$ cat src/rtl/uart_rx_os.sv
`default_nettype none
// ============================================================================
// Module   : uart_rx_os
// Purpose  : Oversampled UART receiver (8N1, optional even parity via the
//            UART_RX_PARITY_EN macro) with a one-entry valid/ready output.
// Revision : 1.0 - initial release
// ============================================================================
module uart_rx_os #(
   parameter int DATA_BITS  = 8,
   parameter int OVERSAMPLE = 16
) (
   input  logic                 clk,
   input  logic                 reset,
   input  logic                 tick,
   input  logic                 rxd,
   output logic [DATA_BITS-1:0] data,
   output logic                 valid,
   input  logic                 ready,
   output logic                 frame_err,
`ifdef UART_RX_PARITY_EN
   output logic                 parity_err,
`endif
   output logic                 overrun
);

   localparam int c_TW = $clog2(OVERSAMPLE);
   localparam int c_BW = $clog2(DATA_BITS + 1);
   localparam logic [c_TW-1:0] c_T_LAST = c_TW'(OVERSAMPLE - 1);
   localparam logic [c_TW-1:0] c_T_HALF = c_TW'(OVERSAMPLE / 2 - 1);
   localparam logic [c_BW-1:0] c_B_LAST = c_BW'(DATA_BITS - 1);

   typedef enum logic [2:0] {
      ST_IDLE      = 3'd0,
      ST_START     = 3'd1,
      ST_DATA      = 3'd2,
      ST_PARITY    = 3'd3,
      ST_STOP      = 3'd4,
      ST_WAIT_HIGH = 3'd5
   } state_t;

   logic                 r_sync1, r_sync2;
   logic                 w_rxd_s;
   state_t               r_state, w_state_nxt;
   logic [c_TW-1:0]      r_tcnt, w_tcnt_nxt;
   logic [c_BW-1:0]      r_bcnt, w_bcnt_nxt;
   logic [DATA_BITS-1:0] r_shift, w_shift_nxt;
   logic                 w_deliver;
   logic [DATA_BITS-1:0] w_data_nxt;
   logic                 w_valid_nxt, w_ferr_nxt, w_ovr_nxt;
`ifdef UART_RX_PARITY_EN
   logic                 r_par, w_par_nxt;
   logic                 w_perr_nxt;
`endif

   always_ff @(posedge clk or negedge reset) begin
      if (!reset) begin
         r_sync1 <= 1'b1;
         r_sync2 <= 1'b1;
      end else begin
         r_sync1 <= rxd;
         r_sync2 <= r_sync1;
      end
   end

   assign w_rxd_s = r_sync2;

   always_ff @(posedge clk or negedge reset) begin
      if (!reset) begin
         r_state <= ST_IDLE;
         r_tcnt  <= '0;
         r_bcnt  <= '0;
         r_shift <= '0;
`ifdef UART_RX_PARITY_EN
         r_par   <= 1'b0;
`endif
      end else begin
         r_state <= w_state_nxt;
         r_tcnt  <= w_tcnt_nxt;
         r_bcnt  <= w_bcnt_nxt;
         r_shift <= w_shift_nxt;
`ifdef UART_RX_PARITY_EN
         r_par   <= w_par_nxt;
`endif
      end
   end

   always_comb begin
      w_state_nxt = r_state;
      w_tcnt_nxt  = r_tcnt;
      w_bcnt_nxt  = r_bcnt;
      w_shift_nxt = r_shift;
      w_deliver   = 1'b0;
`ifdef UART_RX_PARITY_EN
      w_par_nxt   = r_par;
`endif
      if (tick) begin
         case (r_state)
            ST_IDLE: begin
               if (!w_rxd_s) begin
                  w_state_nxt = ST_START;
                  w_tcnt_nxt  = '0;
               end
            end
            ST_START: begin
               if (r_tcnt == c_T_HALF) begin
                  // A start bit that is high again at mid-bit was only a glitch
                  if (w_rxd_s) begin
                     w_state_nxt = ST_IDLE;
                  end else begin
                     w_state_nxt = ST_DATA;
                     w_tcnt_nxt  = '0;
                     w_bcnt_nxt  = '0;
                  end
               end else begin
                  w_tcnt_nxt = r_tcnt + c_TW'(1);
               end
            end
            ST_DATA: begin
               if (r_tcnt == c_T_LAST) begin
                  w_shift_nxt = {w_rxd_s, r_shift[DATA_BITS-1:1]};
                  w_tcnt_nxt  = '0;
                  w_bcnt_nxt  = r_bcnt + c_BW'(1);
                  if (r_bcnt == c_B_LAST) begin
`ifdef UART_RX_PARITY_EN
                     w_state_nxt = ST_PARITY;
`else
                     w_state_nxt = ST_STOP;
`endif
                  end
               end else begin
                  w_tcnt_nxt = r_tcnt + c_TW'(1);
               end
            end
`ifdef UART_RX_PARITY_EN
            ST_PARITY: begin
               if (r_tcnt == c_T_LAST) begin
                  w_par_nxt   = w_rxd_s;
                  w_tcnt_nxt  = '0;
                  w_state_nxt = ST_STOP;
               end else begin
                  w_tcnt_nxt = r_tcnt + c_TW'(1);
               end
            end
`endif
            ST_STOP: begin
               if (r_tcnt == c_T_LAST) begin
                  w_deliver   = 1'b1;
                  w_tcnt_nxt  = '0;
                  // A low stop bit may be a break; hold off until the line idles
                  w_state_nxt = w_rxd_s ? ST_IDLE : ST_WAIT_HIGH;
               end else begin
                  w_tcnt_nxt = r_tcnt + c_TW'(1);
               end
            end
            ST_WAIT_HIGH: begin
               if (w_rxd_s) begin
                  w_state_nxt = ST_IDLE;
               end
            end
            default: begin
               w_state_nxt = ST_IDLE;
            end
         endcase
      end
   end

   always_comb begin
      w_valid_nxt = valid;
      w_data_nxt  = data;
      w_ferr_nxt  = frame_err;
      w_ovr_nxt   = overrun;
`ifdef UART_RX_PARITY_EN
      w_perr_nxt  = parity_err;
`endif
      if (valid && ready) begin
         w_valid_nxt = 1'b0;
         w_ovr_nxt   = 1'b0;
      end
      // Delivery is evaluated after the handshake so a set of overrun wins
      if (w_deliver) begin
         if (!valid || ready) begin
            w_valid_nxt = 1'b1;
            w_data_nxt  = r_shift;
            w_ferr_nxt  = ~w_rxd_s;
`ifdef UART_RX_PARITY_EN
            w_perr_nxt  = (^r_shift) ^ r_par;
`endif
         end else begin
            w_ovr_nxt = 1'b1;
         end
      end
   end

   always_ff @(posedge clk or negedge reset) begin
      if (!reset) begin
         data       <= '0;
         valid      <= 1'b0;
         frame_err  <= 1'b0;
         overrun    <= 1'b0;
`ifdef UART_RX_PARITY_EN
         parity_err <= 1'b0;
`endif
      end else begin
         data       <= w_data_nxt;
         valid      <= w_valid_nxt;
         frame_err  <= w_ferr_nxt;
         overrun    <= w_ovr_nxt;
`ifdef UART_RX_PARITY_EN
         parity_err <= w_perr_nxt;
`endif
      end
   end

endmodule
`default_nettype wire
$ cat config.mk
export PLATFORM = sky130hd
export DESIGN_NAME = uart_rx_os
export DESIGN_NICKNAME = d
export VERILOG_FILES = /design/src/rtl/uart_rx_os.sv
export SDC_FILE = /design/constraint.sdc
export NUM_CORES = 1
export LEC_CHECK = 0
export ABC_AREA = 1
export BUFFER_PORTS_ARGS = -buffer_cell sky130_fd_sc_hd__buf_2
export CORE_MARGIN = 2
export CORE_UTILIZATION = 37
export DETAILED_ROUTE_END_ITERATION = 12
export GPL_ROUTABILITY_DRIVEN = 0
export PLACE_DENSITY_LB_ADDON = 0.05
export RECOVER_POWER = 100
export SLEW_MARGIN = 20
export SYNTH_ARGS = -nofsm -noshare
export SYNTH_HDL_FRONTEND = slang
export SYNTH_SLANG_ARGS = --single-unit
$ cat constraint.sdc
create_clock -name clk -period 4.5 [get_ports clk]
set_input_delay 0.225 -clock clk [delete_from_list [all_inputs] [get_ports clk]]
set_output_delay 0.225 -clock clk [all_outputs]
set_load 0.01 [all_outputs]
After elaboration in Yosys (flattened, before gate mapping) --
Index checks and enable logic that the tools add are counted.
Storage, ports and cells: bits of input ports 5, register bits after elaboration 32, logic and storage cells 65, output and inout bits 11
Operators by class: add/subtract/negate cells 2, bitwise gates (word level) 1, reduce and logical (&&, ||, !) cells 12, eq/ne operators 14, muxes and demuxes 26
Operators by type and width (number):
- two-way mux 4 bit | 6
- two-way mux 3 bit | 7
- one-hot mux 3 bit (5 select lines) | 1
- != test 2 bit (second input constant) | 7
- one-hot mux 4 bit (3 select lines) | 1
- two-way mux 1 bit | 9
- adder 4 x 1 -> 4 bit (second input constant) | 2
- equality test 4 x 3 -> 1 bit (second input constant) | 2
- one-hot mux 4 bit (2 select lines) | 1
- AND reduction 7 bit | 1
- equality test 3 bit (second input constant) | 2
- AND reduction 5 bit | 1
- equality test 4 bit (second input constant) | 1
- AND reduction 2 bit | 2
- equality test 3 x 1 -> 1 bit (second input constant) | 1
- equality test 3 x 2 -> 1 bit (second input constant) | 1
- logical NOT 3 bit | 1
- AND reduction 3 bit | 1
- nonzero test 3 bit | 1
- two-way mux 2 bit | 1
- nonzero test 2 bit | 1
- OR reduction 2 bit | 1
- logical AND 1 bit | 1
- logical NOT 1 bit | 1
- 2 further kinds | 2

Longest topological paths before layout --
word-level depth 5, mapped depth 9, mapped depth without buffers 9

Least setup slack after synthesis --
No wires, ideal clock.
path type register to register, start register r_tcnt[0], end register data[7], library setup time 118 ps, data arrival time 1317 ps, stages on the path, launching flop included 10, required time 4382 ps, period minus slack after synthesis 1435 ps, path buffers 1, slack 3065 ps, cell sequence dfrtp_1 > ha_1 > nand2_1 > nor2_4 > inv_2 > nor2_8 > nand3_4 > buf_6 > nand2_1 > o21ai_2
On the way: word-level cells in the longest chain between the ends 5
RTL lines:
- start, declared | line 44 | logic [c_TW-1:0] r_tcnt, w_tcnt_nxt;
- start signal, assigned | line 78 | r_tcnt <= w_tcnt_nxt;
- equality test 4 bit | line 146 | if (r_tcnt == c_T_LAST) begin
- two-way mux 1 bit | line 146
- two-way mux 1 bit | line 97 | case (r_state)
- two-way mux 1 bit | line 96 | if (tick) begin
- AND reduction 2 bit (no line)
- end signal, assigned | line 204 | data <= w_data_nxt;
- end, declared | line 16 | output logic [DATA_BITS-1:0] data,
Every way passes these cells. A chain may end at the register's enable or synchronous reset.

Final worst setup path --
Ends and elaborated chain as after synthesis.

==> key figures <==
CTS
  – CTS tree: done
  – Post-CTS setup buffers: 0
  – Clock root cell: clkbuf_8
  – H-tree depth: 2
  – Worst-case clock buffer depth: 2
  – Clock Latency Late Sink: 280 ps
  – Post_cts resized: 0
  – Clock Sinks: 32
  – Cts bufs inserted: 5
  – Clock-pin slew on the worst setup and hold paths: 60 ps
  – CTS Hold Buffers Added: 0

Synth
  – Yosys warns: 0
  – Syn Area/Cell: 8.12 um^2
  – Sequential area share after synthesis: 48.7%
  – Synthesized Nets: 210
  – Yosys reg bits: 32
  – Syn Inst Count: 203
  – Netlist cell types: 25
  – Post-Syn Area: 1650 um^2

Layout
  – Antenna cells: 0
  – Fin cells: 275
  – Number of fill cells: 464
  – Fin util: 42.0%
  – Layout net count: 229
  – Area grow syn2layout: 10.2%
  – Final instance area: 1820 um^2
  – Share of cells above drive strength 1: 9.42%

Detailed routing
  – Via Count: 1,307
  – DRT Pass-1 Iters: 4
  – Drt total wl: 3.28 mm
  – Drt wl/cell: 11.9 um
  – Post-DRT Antenna Nets: 0
  – Number of DRC markers in iteration 0: 64
  – DRC Markers: 0
  – Vias per Instance: 4.75

STA
  – Final setup vio count: 0
  – Peak Freq: 452 MHz
  – TNS Setup: 0 ps
  – Hold Slack: 42.5 ps
  – Final Max Slew Viols: 33
  – Final count of hold timing violations: 0
  – Fin crit period: 2210 ps
  – Actual slew at the worst max-slew pin: 1690 ps
  – Final period utilization: 49.2%
  – Final WS setup: 2290 ps
  – Slew headroom: -13.0%
  – Unrepaired setup endpoints after global routing: false
  – Clk_skew: 7.28 ps

Global routing
  – Number of global-route vias before repair: 1,315
  – Initial antenna violation count: 0
  – Largest net degree at the start of global routing: 33
  – Congestion Overflow GR: 0
  – Total track usage: 14.3%
  – First-pass GRT wire length: 5.62 mm

Die
  – Row cnt: 24
  – Die width: 70.7 um
  – Die Y: 70.7 um
  – Io pins: 16
  – Starting Density: 38.1%
  – Core box area: 4320 um^2
  – Die area: 5000 um^2

Run status
  – Outcome: finished with violations
  – Failing checks: capacitance limit, slew limit

Setup path
  – Type of origin of the critical path: flop
  – CP max FO: 18
  – CP Capture Type: flop
  – Critical path class: reg -> reg
  – WP data required: 4680 ps
  – Reg2Reg Setup Slack: 2290 ps
  – Crit path DAT: 2390 ps

Power
  – Total power: 0.965 mW
  – P_leak: 0.921 nW
  – PD cells: 532 nW/um^2
  – Peak VDD IR: 0.000197 V

Placed design
  – Post-placement cell count: 267
  – DP HPWL: 2.37 mm
  – DP Area: 1760 um^2
  – Setup WS pre-CTS: 2890 ps
  – PortBufs: 15

Job
  – Max cap viols: 1

Worst hold path
  – Hold Path Class: in -> reg
-- worst max-delay path: stages, from the launching register on --
cell and delay [ps]:
dfrtp_1 390, ha_1 180, nand2_1 90, nor2_1 250, inv_1 220, nor2_8 120, nand3_1 490, o21ai_0 370
-- cell families (layout without fill, tap and decap cells) --
| logic type | after synthesis | count (layout) | share of synthesized area, % |
|---|---|---|---|
| flops | 32 | 32 | 48.7 |
| xor+xnor | 2 | 2 | 1.06 |
| simple gates | 109 | 109 | 29.8 |
| compound gates | 26 | 26 | 10.4 |
| fa+ha+maj | 2 | 2 | 1.52 |
| buf+inv | 32 | 52 | 8.43 |
-- final timing paths --
path | startpoint | to | cells past startpoint
worst max-delay path | r_tcnt[0]$_DFFE_PN0P_ | data[7]$_DFFE_PN0P_ | 7
worst min-delay path | rxd | r_sync1$_DFF_PN1_ | 1
worst max register to register | r_tcnt[0]$_DFFE_PN0P_ | data[7]$_DFFE_PN0P_ | 7
worst min register to register | r_sync1$_DFF_PN1_ | r_sync2$_DFF_PN1_ | 0
max in group asynchronous | reset | r_shift[7]$_DFFE_PN0P_ | 1
min in group asynchronous | reset | r_shift[0]$_DFFE_PN0P_ | 1
-- power breakdown --
part           internal (mW)  switching, mW
clock network          0.195          0.104
logic                 0.0958          0.199
registers              0.327         0.0447
total                  0.618          0.347
-- synthesized netlist by cell type, drive strengths merged --
library cell  count  area (um^2)
nand2            64          245
dfrtp            30          751
inv              29          109
nor2             23          113
o21ai            21          139
nand3            18          108
a21oi             5         32.5
buf               3         30.0
dfstp             2         52.6
ha                2         25.0
nand3b            2         15.0
xor2              2         17.5
nand4             1         6.26
nor3              1         5.00
-- layout by cell type, fill, tap and decap left out, types with 3 or more instances in the layout --
master	count
clkbuf_1	12
nor2_1	21
o21ai_0	16
dfrtp_1	30
nand2_1	63
a21oi_1	4
nand3_1	18
inv_1	28
clkbuf_8	7
o21ai_2	3
buf_2	3
-- per-layer routing --
metal,GRT usage (%),vias up,wire [um]
met2,24.0,18,1600
met5,0,-,0
met3,3.85,10,107
li1,-,669,-
met1,16.5,610,1490
met4,7.76,0,76
-- registers in the layout, indices dropped and copies added, names as in the netlist --
| register | flops |
|---|---|
| data | 8 |
| frame_err | 1 |
| overrun | 1 |
| r_bcnt | 4 |
| r_shift | 8 |
| r_state | 3 |
| r_sync1 | 1 |
| r_sync2 | 1 |
| r_tcnt | 4 |
| valid | 1 |
-- final cells by class --
class / count / area, um^2 / share of cell area [%]
clock inverters: 1 / 30.0 / 1.65
repair buffers: 15 / 60.1 / 3.31
clock buffers: 7 / 96.3 / 5.31
inverters: 29 / 109 / 6.00
multi-input cells: 139 / 652 / 35.9
flip-flops and latches: 32 / 803 / 44.2
well taps: 52 / 65.1 / 3.58
Note: power is estimated with default switching activity, not from simulation.
